### src/rtl/noc_frame_tx_if.sv
// noc_frame_tx_if
//   Packet-side handshake and link-side outputs of the NoC frame transmitter.
//   master : packet source (drives i_valid / destination / payload, observes link)
//   slave  : noc_frame_tx itself
//   Signals:
//     i_valid       packet request
//     o_ready       transmitter idle, a packet can be accepted this cycle
//     i_x_dest      destination X (high nibble of the dest byte)
//     i_y_dest      destination Y (low nibble of the dest byte)
//     i_payload     packet data, sent MSB-first
//     o_byte        registered link byte, one per clock
//     o_busy        frame in progress
//     o_frame_done  one-cycle pulse while o_byte carries the closing flag
interface noc_frame_tx_if #(
  parameter int PAYLOAD_BYTES = 4
) ();
  logic                         i_valid;
  logic                         o_ready;
  logic [3:0]                   i_x_dest;
  logic [3:0]                   i_y_dest;
  logic [8*PAYLOAD_BYTES-1:0]   i_payload;
  logic [7:0]                   o_byte;
  logic                         o_busy;
  logic                         o_frame_done;

  modport master (
    output i_valid, i_x_dest, i_y_dest, i_payload,
    input  o_ready, o_byte, o_busy, o_frame_done
  );

  modport slave (
    input  i_valid, i_x_dest, i_y_dest, i_payload,
    output o_ready, o_byte, o_busy, o_frame_done
  );
endinterface

### src/rtl/noc_frame_tx.sv
// noc_frame_tx
//   Serialises one NoC packet ({x_dest, y_dest} byte + payload) per transaction
//   into the byte-stream link framing:
//     FLAG, byte-stuffed body (dest byte, payload MSB-first), FLAG, IDLE gap.
//   Body bytes equal to FLAG_BYTE or ESC_BYTE are sent as ESC_BYTE followed by
//   the byte XOR ESC_XOR. One link byte leaves every clock.
//   Ports:
//     clk  system clock
//     rst  asynchronous active-high reset; aborts any frame in progress
//     bus  noc_frame_tx_if.slave (valid/ready packet input, link byte output,
//          busy and frame_done status)
module noc_frame_tx #(
  parameter int         PAYLOAD_BYTES = 4,
  parameter logic [7:0] FLAG_BYTE     = 8'h7E,
  parameter logic [7:0] ESC_BYTE      = 8'h7D,
  parameter logic [7:0] ESC_XOR       = 8'h20,
  parameter logic [7:0] IDLE_BYTE     = 8'h00
) (
  input  logic           clk,
  input  logic           rst,
  noc_frame_tx_if.slave  bus
);

  localparam int NB    = 1 + PAYLOAD_BYTES;
  localparam int SR_W  = 8 * NB;
  localparam int IDX_W = $clog2(PAYLOAD_BYTES + 2);

  typedef enum logic [2:0] {
    IDLE,
    SOF,
    BODY,
    BODY_ESC,
    EOF,
    GAP
  } state_t;

  state_t            state;
  logic [IDX_W-1:0]  idx;
  logic              esc_pend;
  logic [7:0]        link_byte;
  logic              frame_done;
  logic [SR_W-1:0]   shreg;

  logic              accept;
  logic [7:0]        cur;
  logic              special;
  logic              body_done;
  logic              in_body;
  logic              esc_second;
  logic              consume;

  // The state register describes the byte currently on the wire; every edge
  // picks the next byte, so o_byte is registered together with the state.
  assign accept     = bus.i_valid && (state == IDLE);
  assign cur        = shreg[SR_W-1 -: 8];
  assign special    = (cur == FLAG_BYTE) || (cur == ESC_BYTE);
  assign body_done  = (idx == IDX_W'(NB));
  assign in_body    = (state == SOF) || (state == BODY) || (state == BODY_ESC);
  // The escape prefix is on the wire; the next byte is the XORed body byte.
  assign esc_second = (state == BODY) && esc_pend;
  // A body byte is consumed when it is emitted plain or as the second half of
  // an escape pair; the prefix alone does not consume it.
  assign consume    = esc_second || (in_body && !body_done && !special);

  // Packet bytes, top byte is the next one to send. Data only, no reset.
  always_ff @(posedge clk) begin
    if (accept) begin
      shreg <= {bus.i_x_dest, bus.i_y_dest, bus.i_payload};
    end else if (consume) begin
      shreg <= shreg << 8;
    end
  end

  always_ff @(posedge clk or posedge rst) begin
    if (rst) begin
      state      <= IDLE;
      idx        <= '0;
      esc_pend   <= 1'b0;
      link_byte  <= IDLE_BYTE;
      frame_done <= 1'b0;
    end else begin
      frame_done <= 1'b0;
      case (state)
        IDLE: begin
          link_byte <= IDLE_BYTE;
          if (accept) begin
            state     <= SOF;
            idx       <= '0;
            esc_pend  <= 1'b0;
            link_byte <= FLAG_BYTE;
          end
        end
        SOF, BODY, BODY_ESC: begin
          if (esc_second) begin
            state     <= BODY_ESC;
            link_byte <= cur ^ ESC_XOR;
            idx       <= idx + IDX_W'(1);
            esc_pend  <= 1'b0;
          end else if (body_done) begin
            state      <= EOF;
            link_byte  <= FLAG_BYTE;
            frame_done <= 1'b1;
          end else if (special) begin
            state     <= BODY;
            link_byte <= ESC_BYTE;
            esc_pend  <= 1'b1;
          end else begin
            state     <= BODY;
            link_byte <= cur;
            idx       <= idx + IDX_W'(1);
          end
        end
        EOF: begin
          state     <= GAP;
          link_byte <= IDLE_BYTE;
        end
        GAP: begin
          state     <= IDLE;
          link_byte <= IDLE_BYTE;
        end
        default: begin
          state     <= IDLE;
          link_byte <= IDLE_BYTE;
        end
      endcase
    end
  end

  assign bus.o_ready      = (state == IDLE);
  assign bus.o_busy       = (state != IDLE);
  assign bus.o_byte       = link_byte;
  assign bus.o_frame_done = frame_done;

endmodule

### src/flat_wrapper.sv
// flat-port wrapper written by rule: the top's interface ports become plain ports
module noc_frame_tx_flat 
#(
  parameter int         PAYLOAD_BYTES = 4,
  parameter logic [7:0] FLAG_BYTE     = 8'h7E,
  parameter logic [7:0] ESC_BYTE      = 8'h7D,
  parameter logic [7:0] ESC_XOR       = 8'h20,
  parameter logic [7:0] IDLE_BYTE     = 8'h00
)
  (clk, rst, bus_i_valid, bus_i_x_dest, bus_i_y_dest, bus_i_payload, bus_o_ready, bus_o_byte, bus_o_busy, bus_o_frame_done);
  noc_frame_tx_if #(.PAYLOAD_BYTES(PAYLOAD_BYTES)) bus_i ();
  input  logic clk;
  input  logic rst;
  input wire logic [$bits(bus_i.i_valid)-1:0] bus_i_valid;
  input wire logic [$bits(bus_i.i_x_dest)-1:0] bus_i_x_dest;
  input wire logic [$bits(bus_i.i_y_dest)-1:0] bus_i_y_dest;
  input wire logic [$bits(bus_i.i_payload)-1:0] bus_i_payload;
  output wire logic [$bits(bus_i.o_ready)-1:0] bus_o_ready;
  output wire logic [$bits(bus_i.o_byte)-1:0] bus_o_byte;
  output wire logic [$bits(bus_i.o_busy)-1:0] bus_o_busy;
  output wire logic [$bits(bus_i.o_frame_done)-1:0] bus_o_frame_done;
  assign bus_i.i_valid = bus_i_valid;
  assign bus_i.i_x_dest = bus_i_x_dest;
  assign bus_i.i_y_dest = bus_i_y_dest;
  assign bus_i.i_payload = bus_i_payload;
  assign bus_o_ready = bus_i.o_ready;
  assign bus_o_byte = bus_i.o_byte;
  assign bus_o_busy = bus_i.o_busy;
  assign bus_o_frame_done = bus_i.o_frame_done;
  noc_frame_tx #(.PAYLOAD_BYTES(PAYLOAD_BYTES), .FLAG_BYTE(FLAG_BYTE), .ESC_BYTE(ESC_BYTE), .ESC_XOR(ESC_XOR), .IDLE_BYTE(IDLE_BYTE)) u_core (.clk(clk), .rst(rst), .bus(bus_i));
endmodule
### config.mk
export PLATFORM = sky130hd
export DESIGN_NAME = noc_frame_tx_flat
export DESIGN_NICKNAME = d
export VERILOG_FILES = /design/src/rtl/noc_frame_tx_if.sv /design/src/rtl/noc_frame_tx.sv /design/src/flat_wrapper.sv
export SDC_FILE = /design/constraint.sdc
export NUM_CORES = 1
export LEC_CHECK = 0
export BUFFER_PORTS_ARGS = -buffer_cell sky130_fd_sc_hd__buf_2
export CORE_UTILIZATION = 53
export CTS_BUF_LIST = sky130_fd_sc_hd__clkbuf_8 sky130_fd_sc_hd__clkbuf_16
export DETAILED_ROUTE_END_ITERATION = 8
export MAX_ROUTING_LAYER = met4
export PLACE_DENSITY = 0.78
export SLEW_MARGIN = 20
export SYNTH_ARGS = -nofsm -noshare
export SYNTH_HDL_FRONTEND = slang
export SYNTH_SLANG_ARGS = --single-unit
### constraint.sdc
create_clock -name clk -period 2.9 [get_ports clk]
set_input_delay 0.725 -clock clk [delete_from_list [all_inputs] [get_ports clk]]
set_output_delay 0.725 -clock clk [all_outputs]
set_load 0.02 [all_outputs]
==> flow_summary.yaml <==
outcome:
  status: "complete, no violations"
critical_path:
  crit_family: "flip-flops"
  crit_fanout: 11
  reg2reg_from: "u_core.state[1]"
  startpoint_type: "flip-flop"
  end_kind: "output pin"
  rrSetupSlack_ns: 0.72
  critPathArrivalTime_ns: 1.51
  crit_required_ns: 2.17
  crit_buf_inv: 2
  rr_worst_depth: 6
  crit_chain: "or3_4 > inv_2 > buf_2"
  r2r_end: "u_core.shreg[38]"
  critPathMaxStageDelay_ns: 0.47
  critPathKind: "reg -> out"
  critPathSlowestCell: "dfrtp_1"
detailed_routing:
  drtIter0Drc: 86
  drt-total-wl_mm: 4.385
  ant_nets: 0
  avgRoutedWirePerCell_um: 13.17
  via_per_inst: 5.177
  drt-pass1-iter-count: 4
  vias: 1724
  drc: 0
sta:
  period_share: 0.7720
  slew_viol_final: 0
  hold_viol: 0
  tns_ns: 0
  hold_slack_ns: 0.4604
  fin_skew_ns: 0.007699
  worst_slack_ns: 0.6611
  min_period_ns: 2.239
  tightest_slew_ns: 0.6438
  setup_viol: 0
  slew_headroom: 0.5693
  fmax_mhz: 446.6
  rsz0062_at_grt: "false"
clock_network:
  cts_tree: "done"
  htree_levels: 2
  cts.path.max_buffers: 2
  cts_resized: 0
  ctsHoldBuffers: 0
  post_cts_buffers: 0
  root_buffer: "clkbuf_8"
  cts_buffers: 5
  cts_sinks: 56
  worstSkewPairLatency_ns: 0.31
  clk_pin_slew_ns: 0.10
placement:
  globalplace.congestion: 0.8033
  hpwl_mm: 3.042
  io_buffers: 53
  dp_cells: 325
  dp_slack_ns: 0.7494
  dpl-instance-area_um2: 2761
finish:
  n_antenna_cell: 0
  fin_cells: 333
  nFillCells: 342
  multi_input_area_um2: 768.2
  area_delta_synth_final_pct: 16.68
  fin_area_um2: 2854
  layout-drive-gt1-share: 0.2562
  utilization: 0.6510
  regArea_um2: 1602
  fin_nets: 325
worst_hold_path:
  hp-class: "in -> async"
synth:
  yosysTopAreaCellShare: 0.4910
  avgSynthCellArea_um2: 10.82
  yosys.area.top_type: "edfxtp_1"
  ys_seq_elements: 56
  ys_types: 35
  async_flop_share: 0.2857
  synth_commonest_cells: "103 x nand2_1, 40 x edfxtp_1, 16 x dfrtp_1"
  yosysSeqAreaShare: 0.6547
  yosysMostFrequentCell: "nand2_1"
  syn_inst: 226
  syn_area_um2: 2446
  synth-edff-count: 40
  yosys_most_used_dff: "edfxtp_1"
  synthTopCellsByArea: "edfxtp_1 49%, dfrtp_1 16%, nand2_1 16%, and3_1 2.0%, buf_2 1.4%"
  synthesis.nets: 271
  yosys_warnings: 0
floorplanning:
  die_width_um: 69.94
  initial_utilization: 0.5579
  io-pin-count: 54
  dieArea_um2: 4891
  core_area_um2: 4384
  die_y_um: 69.94
  row_count: 24
global_routing:
  grt_use_total: 0.1995
  grt_pass1_wl_mm: 7.279
  antenna_found_initial: 0
  first_global_vias: 1648
  grt-ovfl-total: 0
  grt_max_degree: 36
power:
  p_total_mw: 3.230
  max-vdd-ir-drop_v: 0.0006073
  powerDensity_nw_per_um2: 1132
  p_leak_nw: 1.393
flow_run:
  maxCapViolations: 0
-- registers in the layout, indices dropped and copies added (netlist names) --
signal,count
u_core.idx,3
u_core.bus.o_byte,8
u_core.state,3
u_core.bus.o_frame_done,1
u_core.shreg,40
u_core.esc_pend,1
-- cell type report --
type / count / share of cell area
clock inverter: 3 / 0.008330
clock buffer: 5 / 0.02411
timing repair buffer: 56 / 0.1052
multi-input combinational: 154 / 0.2692
sequential: 56 / 0.5612
tap: 52 / 0.02280
inverter: 7 / 0.009206
-- report_power, final --
group / switching [mW] / internal (mW)
Clock: 0.256 / 0.171
Sequential: 0.162 / 1.43
Combinational: 0.750 / 0.457
Total: 1.17 / 2.06
-- worst register-to-register path, delay by kind of cell (launching register included) --
family | cells | cell delay [ns]
and+or+nand+nor | 2 | 0.62
DFF | 1 | 0.47
buffers and inverters | 3 | 0.71
AOI/OAI and AO/OA | 1 | 0.08
-- per-layer routing --
layer	wire [um]	GRT usage
met1	1862	0.2312
met2	2218	0.3355
met3	201	0.04762
met4	103	0.08000
met5	0	-
-- logic make-up (layout without fill, tap and decap cells) --
family | Yosys count | in the layout | synth area share
and+or+nand+nor | 131 | 131 | 0.2297
DFF | 56 | 56 | 0.6547
AOI/OAI and AO/OA | 18 | 18 | 0.05831
buffers and inverters | 16 | 71 | 0.03120
adders and majority gates | 2 | 2 | 0.01023
muxes | 2 | 2 | 0.01228
xor gates and xnor gates | 1 | 1 | 0.003581
-- worst max path at each step --
| stage | startpoint | endpoint | slack, ns | cells after the start |
|---|---|---|---|---|
| final | u_core.state[1] | bus_o_ready | 0.66 | 3 |
| after global routing | u_core.state[1] | bus_o_ready | 0.62 | 3 |
| after CTS | u_core.state[1] | bus_o_ready | 0.66 | 3 |
| after detailed placement | u_core.state[1] | u_core.shreg[37] | 0.75 | 6 |
| after global placement | u_core.state[0] | u_core.shreg[29] | 0.81 | 6 |
| after floorplan | u_core.state[0] | u_core.shreg[0] | 0.49 | 6 |
-- cells in the final DEF, fill, tap and decap left out, types with 3 or more instances in the layout --
| master | synthesis | layout |
|---|---|---|
| and3_1 | 8 | 8 |
| clkbuf_8 | 0 | 5 |
| a21o_1 | 3 | 3 |
| edfxtp_1 | 40 | 40 |
| inv_1 | 6 | 6 |
| buf_2 | 7 | 53 |
| nand2_1 | 103 | 103 |
| nor2_1 | 5 | 5 |
| nand2b_1 | 3 | 3 |
| dfrtp_1 | 16 | 16 |
| o21ai_0 | 4 | 4 |
Power figures use the tool's default switching activity.
